===== config.mk =====
export PLATFORM = sky130hd
export DESIGN_NAME = gray_code_scan_display_flat
export DESIGN_NICKNAME = d
export VERILOG_FILES = /design/src/rtl/gray_code_scan_display_if.sv /design/src/rtl/gray_code_scan_display.sv /design/src/flat_wrapper.sv
export SDC_FILE = /design/constraint.sdc
export NUM_CORES = 1
export LEC_CHECK = 0
export ABC_AREA = 1
export BUFFER_PORTS_ARGS = -buffer_cell sky130_fd_sc_hd__buf_2
export CORE_MARGIN = 5
export CORE_UTILIZATION = 40
export CTS_BUF_LIST = sky130_fd_sc_hd__clkbuf_4
export DETAILED_ROUTE_END_ITERATION = 8
export SLEW_MARGIN = 20
export SYNTH_ARGS = -nofsm -noshare
export SYNTH_HDL_FRONTEND = slang
export SYNTH_SLANG_ARGS = --single-unit

===== constraint.sdc =====
create_clock -name clk -period 1.5 [get_ports clk]
set_input_delay 0.3 -clock clk [delete_from_list [all_inputs] [get_ports clk]]
set_output_delay 0.3 -clock clk [all_outputs]
set_load 0.01 [all_outputs]

===== src/rtl/gray_code_scan_display_if.sv =====
// ---------------------------------------------------------------------------
// gray_code_scan_display_if
// Board-side signal bundle for the Gray code scan display.
//   data_in : switch operand (asynchronous to clk)
//   mode    : 0 = binary->Gray, 1 = Gray->binary (asynchronous switch)
//   run     : 1 = auto-count source instead of data_in (asynchronous switch)
//   result  : registered conversion result
//   an      : digit enables, active-low, one-hot-low, an[WIDTH-1] leftmost
//   seg     : segments {g,f,e,d,c,b,a}, active-low
//   dp      : decimal point, active-low
// master = switch/board side that drives the inputs, slave = display block.
// ---------------------------------------------------------------------------
interface gray_code_scan_display_if #(
  parameter int WIDTH = 4
);
  logic [WIDTH-1:0] data_in;
  logic             mode;
  logic             run;
  logic [WIDTH-1:0] result;
  logic [WIDTH-1:0] an;
  logic [6:0]       seg;
  logic             dp;

  modport master (
    output data_in, mode, run,
    input  result, an, seg, dp
  );

  modport slave (
    input  data_in, mode, run,
    output result, an, seg, dp
  );
endinterface


===== src/rtl/gray_code_scan_display.sv =====
// ---------------------------------------------------------------------------
// gray_code_scan_display
// Binary<->Gray converter driving a multiplexed active-low seven-segment
// display, one result bit per digit shown as '0' or '1'. An optional
// auto-count source steps through the whole code space hands-free.
//   clk   : system clock, rising edge
//   rst_n : asynchronous active-low reset
//   bus   : slave side of gray_code_scan_display_if (switches in, result
//           and display pins out)
// Parameters:
//   WIDTH       : code bits = number of digits (2..16)
//   REFRESH_CNT : clk cycles each digit stays lit (>= 2)
//   STEP_CNT    : clk cycles between auto-count increments (>= 1)
// ---------------------------------------------------------------------------
module gray_code_scan_display #(
  parameter int WIDTH       = 4,
  parameter int REFRESH_CNT = 100000,
  parameter int STEP_CNT    = 50000000
) (
  input logic                     clk,
  input logic                     rst_n,
  gray_code_scan_display_if.slave bus
);

  localparam int STEP_W = (STEP_CNT > 1) ? $clog2(STEP_CNT) : 1;
  localparam int REF_W  = $clog2(REFRESH_CNT);
  localparam int IDX_W  = $clog2(WIDTH);

  localparam logic [6:0] SEG_ONE  = 7'b1111001;
  localparam logic [6:0] SEG_ZERO = 7'b1000000;
  localparam logic [WIDTH-1:0] DIGIT_ONE = WIDTH'(1);

  // -------------------------------------------------------------------------
  // Two-flop synchronisers; only the *_s copies are used below.
  // -------------------------------------------------------------------------
  logic [WIDTH-1:0] data_q1, data_s;
  logic             mode_q1, mode_s;
  logic             run_q1, run_s;

  // NOTE: state registers use non-blocking (<=) so every flop samples the
  // pre-edge value of its neighbour; blocking here would collapse the
  // two-stage synchroniser into a single stage.
  always_ff @(posedge clk or negedge rst_n) begin
    if (!rst_n) begin
      data_q1 <= '0;
      data_s  <= '0;
      mode_q1 <= 1'b0;
      mode_s  <= 1'b0;
      run_q1  <= 1'b0;
      run_s   <= 1'b0;
    end else begin
      data_q1 <= bus.data_in;
      data_s  <= data_q1;
      mode_q1 <= bus.mode;
      mode_s  <= mode_q1;
      run_q1  <= bus.run;
      run_s   <= run_q1;
    end
  end

  // -------------------------------------------------------------------------
  // Auto counter: the step timer only runs while run_s is high, so dropping
  // run freezes cnt and restarts the step interval on resume.
  // -------------------------------------------------------------------------
  logic [STEP_W-1:0] step_cnt;
  logic              step_tick;
  logic [WIDTH-1:0]  cnt;

  assign step_tick = (step_cnt == STEP_W'(STEP_CNT - 1));

  always_ff @(posedge clk or negedge rst_n) begin
    if (!rst_n) begin
      step_cnt <= '0;
      cnt      <= '0;
    end else if (!run_s) begin
      step_cnt <= '0;
    end else if (step_tick) begin
      step_cnt <= '0;
      cnt      <= cnt + WIDTH'(1);
    end else begin
      step_cnt <= step_cnt + STEP_W'(1);
    end
  end

  // -------------------------------------------------------------------------
  // Conversion. Gray->binary is a running XOR from the MSB downwards.
  // -------------------------------------------------------------------------
  logic [WIDTH-1:0] src;
  logic [WIDTH-1:0] conv;
  logic             acc;

  // NOTE: every variable written in always_comb is given a default before any
  // branch; a path that leaves one unassigned would infer a latch.
  always_comb begin
    src  = run_s ? cnt : data_s;
    conv = '0;
    acc  = 1'b0;
    if (!mode_s) begin
      conv = src ^ (src >> 1);
    end else begin
      for (int i = WIDTH - 1; i >= 0; i--) begin
        acc     = acc ^ src[i];
        conv[i] = acc;
      end
    end
  end

  logic [WIDTH-1:0] result_r;

  always_ff @(posedge clk or negedge rst_n) begin
    if (!rst_n) result_r <= '0;
    else        result_r <= conv;
  end

  // -------------------------------------------------------------------------
  // Scan timer: idx = 0 is the leftmost digit, so the MSB is shown first.
  // -------------------------------------------------------------------------
  logic [REF_W-1:0] ref_cnt;
  logic [IDX_W-1:0] idx;

  always_ff @(posedge clk or negedge rst_n) begin
    if (!rst_n) begin
      ref_cnt <= '0;
      idx     <= '0;
    end else if (ref_cnt == REF_W'(REFRESH_CNT - 1)) begin
      ref_cnt <= '0;
      idx     <= (idx == IDX_W'(WIDTH - 1)) ? '0 : idx + IDX_W'(1);
    end else begin
      ref_cnt <= ref_cnt + REF_W'(1);
    end
  end

  // -------------------------------------------------------------------------
  // Display registers. They read the registered result every cycle, so a
  // result change shows on the lit digit one cycle later, mid-slot.
  // -------------------------------------------------------------------------
  logic [IDX_W-1:0] sel;
  logic [WIDTH-1:0] an_next, an_r;
  logic [6:0]       seg_next, seg_r;
  logic             dp_next, dp_r;

  always_comb begin
    sel      = IDX_W'(WIDTH - 1) - idx;
    an_next  = ~(DIGIT_ONE << sel);
    seg_next = result_r[sel] ? SEG_ONE : SEG_ZERO;
    dp_next  = !(run_s && (idx == IDX_W'(WIDTH - 1)));
  end

  always_ff @(posedge clk or negedge rst_n) begin
    if (!rst_n) begin
      an_r  <= '1;
      seg_r <= 7'b1111111;
      dp_r  <= 1'b1;
    end else begin
      an_r  <= an_next;
      seg_r <= seg_next;
      dp_r  <= dp_next;
    end
  end

  assign bus.result = result_r;
  assign bus.an     = an_r;
  assign bus.seg    = seg_r;
  assign bus.dp     = dp_r;

endmodule


===== src/flat_wrapper.sv =====
// flat-port wrapper written by rule: the top's interface ports become plain ports
module gray_code_scan_display_flat 
#(
  parameter int WIDTH       = 4,
  parameter int REFRESH_CNT = 100000,
  parameter int STEP_CNT    = 50000000
)
  (clk, rst_n, bus_data_in, bus_mode, bus_run, bus_result, bus_an, bus_seg, bus_dp);
  gray_code_scan_display_if #(.WIDTH(WIDTH)) bus_i ();
  input logic clk;
  input logic rst_n;
  input wire logic [$bits(bus_i.data_in)-1:0] bus_data_in;
  input wire logic [$bits(bus_i.mode)-1:0] bus_mode;
  input wire logic [$bits(bus_i.run)-1:0] bus_run;
  output wire logic [$bits(bus_i.result)-1:0] bus_result;
  output wire logic [$bits(bus_i.an)-1:0] bus_an;
  output wire logic [$bits(bus_i.seg)-1:0] bus_seg;
  output wire logic [$bits(bus_i.dp)-1:0] bus_dp;
  assign bus_i.data_in = bus_data_in;
  assign bus_i.mode = bus_mode;
  assign bus_i.run = bus_run;
  assign bus_result = bus_i.result;
  assign bus_an = bus_i.an;
  assign bus_seg = bus_i.seg;
  assign bus_dp = bus_i.dp;
  gray_code_scan_display #(.WIDTH(WIDTH), .REFRESH_CNT(REFRESH_CNT), .STEP_CNT(STEP_CNT)) u_core (.clk(clk), .rst_n(rst_n), .bus(bus_i));
endmodule

==> metrics <==
status=finished clean; fmax=0.700 GHz; I/O pin total=24; Clk Tree Root Cell=clkbuf_4; Worst R2R Setup Slack=70 ps; number of remaining DRC errors=0; worst min path class=flip-flop to flip-flop; remaining global-route overflow=0; Core Region=8810 sq um; Power Dens Cells=808 nW/um^2; die area=11100 sq um; clock-pin slew on the worst setup and hold paths=130 ps; FFs w/ async S/R, synth=100%; Layout Nets=513; fill cell count=822; TritonCTS sink count=72; 1st-iter DRT viols=157; cell row count=34; Reg area=1810 sq um; first-pass GRT wire length=13400 um; CP Capture Type=flip-flop; Reg-to-Reg End=u_core.cnt[0]$_DFFE_PN0P_; CTS Buffer Depth=2; die height=105 um; Setup crit start kind=flip-flop; hold_sp=u_core.data_q1[2]$_DFF_PN0_; Multi-input gate area=1640 sq um; RSZ-0062 raised after global routing=yes; final setup skew=29.7 ps; Routed WL=7560 um; Mapped Cells=455; Post-synth EDFFs=0; ratio of cells with drive above 1 in the final layout=21.3%; Hold Path End=u_core.data_s[2]$_DFF_PN0_; Critical Path Start=u_core.step_cnt[0]$_DFF_PN0_; synth cell count leaders=126 x nand2_1, 76 x nor2_1, 65 x dfrtp_1, 54 x inv_1, 24 x nand3_1; sequential fraction of the synthesis area=49.7%; Worst Path Required=1840 ps; LEAKAGE=1.92 nW; worst reg-to-reg path cell count=9; Die Span X=105 um; Synth cell types=35; final core utilization=48.0%; Yosys warning total=0; Synthesized Nets=470; top fanout value on the critical path=6; HPWL after DPL=5490 um; cell taking the most area after synthesis=dfrtp_1; main flop type after synthesis=dfrtp_1; Buffers on Ports=22; peak supply drop=0.000483 V; Worst Hold Depth=0; number of global-route vias before repair=2894; Avg WL per Cell=12.4 um; min Tclk post-route=1430 ps; Non-Filler Instances=611; CP Class=flip-flop to flip-flop; ANT nets after route=0; fin area=4230 sq um; via count=2916; TritonCTS clock tree=done; clk_lat worst skew=420 ps; Max Slew Vio Count=0; Final Setup Violations=0; drt pass-1 iters=4; largest net degree at the start of global routing=73; diodes inserted=0; H-tree depth=3; dpl cells=583; Initial Util=41.4%; placed instance area=3890 sq um; GRT Util Overall=14.8%; max-cap violations=0; Layout area overhead=16.0%; antenna violations before repair=0; GP Congestion=0.912; share of the synthesized area in the top cell type=44.6%; top-count cell post-synth=nand2_1; Synth Area per Inst=8.01 sq um; Critical R2R Launch=u_core.step_cnt[0]$_DFF_PN0_; CP arrival=1770 ps; Synth area leaders=dfrtp_1 45%, nand2_1 13%, nor2_1 7.8%; CTS Buf Count=9; Tcrit/Tclk final=95.2%; Vias/cell=4.77; synthesized flop and latch total=72; Hold Vio Cnt, Final=0; synthesized cell area=3650 sq um
[stage by stage]
step | setup TNS (ps) | setup slack, ps | power [mW] | hold slack, ps
floorplan | 0 | 158 | 2.10 | 4.41
detailed placement | -61.0 | -23.9 | 2.19 | 340
global placement | 0 | 18.2 | 2.18 | 338
global route | -257 | -46.4 | 3.59 | 361
finish | 0 | 72.0 | 3.42 | 343
CTS | -61.2 | -23.8 | 3.46 | 347
[report_power, final]
group | leakage, nW | internal (mW) | switching [mW]
logic | 0.918 | 0.0663 | 0.102
clock network | 0.0730 | 0.532 | 0.718
registers | 0.925 | 1.98 | 0.0205
[worst max-delay path: stages (launching register included)]
cell and delay (ps):
dfrtp_1 390, ha_2 220, nand2_4 80, nor2_4 120
nand2_2 70, nor2_4 150, nand3_4 140, inv_4 100
nand2_4 40, nand2_2 50
[layout by cell type, fill, tap and decap left out, types with 8 or more instances in the layout]
master	instances
inv_1	50
clkbuf_4	10
buf_4	10
o21ai_0	10
nor2_2	12
nand2_1	122
nor2_4	8
xor2_1	11
nand2_2	9
dfrtp_1	62
nand3_1	23
buf_2	21
nor2_1	69
[layer usage]
| metal | vias to the layer above | track usage (%) | share of wire, % |
|---|---|---|---|
| li1 | 1475 | - | - |
| met1 | 1369 | 19.3 | 47 |
| met3 | 17 | 3.61 | 4.2 |
| met5 | - | 0 | 0 |
| met2 | 55 | 23.9 | 46 |
| met4 | 0 | 5.62 | 2.0 |
[worst max-delay path by stage]
stage          slack (ps)  cells past startpoint                             to
5_1_grt               -50                      8  u_core.step_cnt[20]$_DFF_PN0_
3_3_place_gp           20                      7  u_core.step_cnt[11]$_DFF_PN0_
2_1_floorplan         160                      8  u_core.step_cnt[12]$_DFF_PN0_
4_1_cts               -20                      8    u_core.ref_cnt[7]$_DFF_PN0_
3_5_place_dp          -20                      8  u_core.step_cnt[14]$_DFF_PN0_
6_report               70                      9      u_core.cnt[0]$_DFFE_PN0P_
[sequential cells by signal (all words and copies together), names as in the netlist]
| register | cells |
|---|---|
| u_core.idx | 2 |
| u_core.mode_s | 1 |
| u_core.bus.result | 4 |
| u_core.step_cnt | 26 |
| u_core.ref_cnt | 17 |
| u_core.bus.an | 4 |
| u_core.data_s | 4 |
| u_core.run_q1 | 1 |
| u_core.run_s | 1 |
| u_core.mode_q1 | 1 |
| u_core.bus.seg | 2 |
| u_core.bus.dp | 1 |
| u_core.data_q1 | 4 |
| u_core.cnt | 4 |
[what timing repair did]
action,in CTS,in global routing
cloned,0,0
gates resized for setup,3,28
hold buffers,7,0
hold endpoints to repair,71,0
setup buffers,0,5
endpoints found under the setup margin,15,41
pin swaps,0,8
[layout make-up]
type	count	share of cell area, %
Timing Repair Buffer	39	6.39
Clock inverter	6	1.60
Sequential cell	72	42.9
Multi-Input combinational cell	318	38.8
Tap cell	108	3.20
Clock buffer	10	1.78
Inverter	58	5.33
[logic make-up after synthesis]
group / after synthesis / share of synthesized area, %
AND/OR/NAND/NOR: 268 / 32.5
flip-flops: 72 / 49.7
buffers and inverters: 65 / 7.52
AO/OA/AOI/OAI: 23 / 3.40
XOR/XNOR: 18 / 4.32
adder cells (fa/ha/maj): 7 / 2.40
other: 2 / 0.206
No activity file was read; power rests on OpenSTA's default activity.
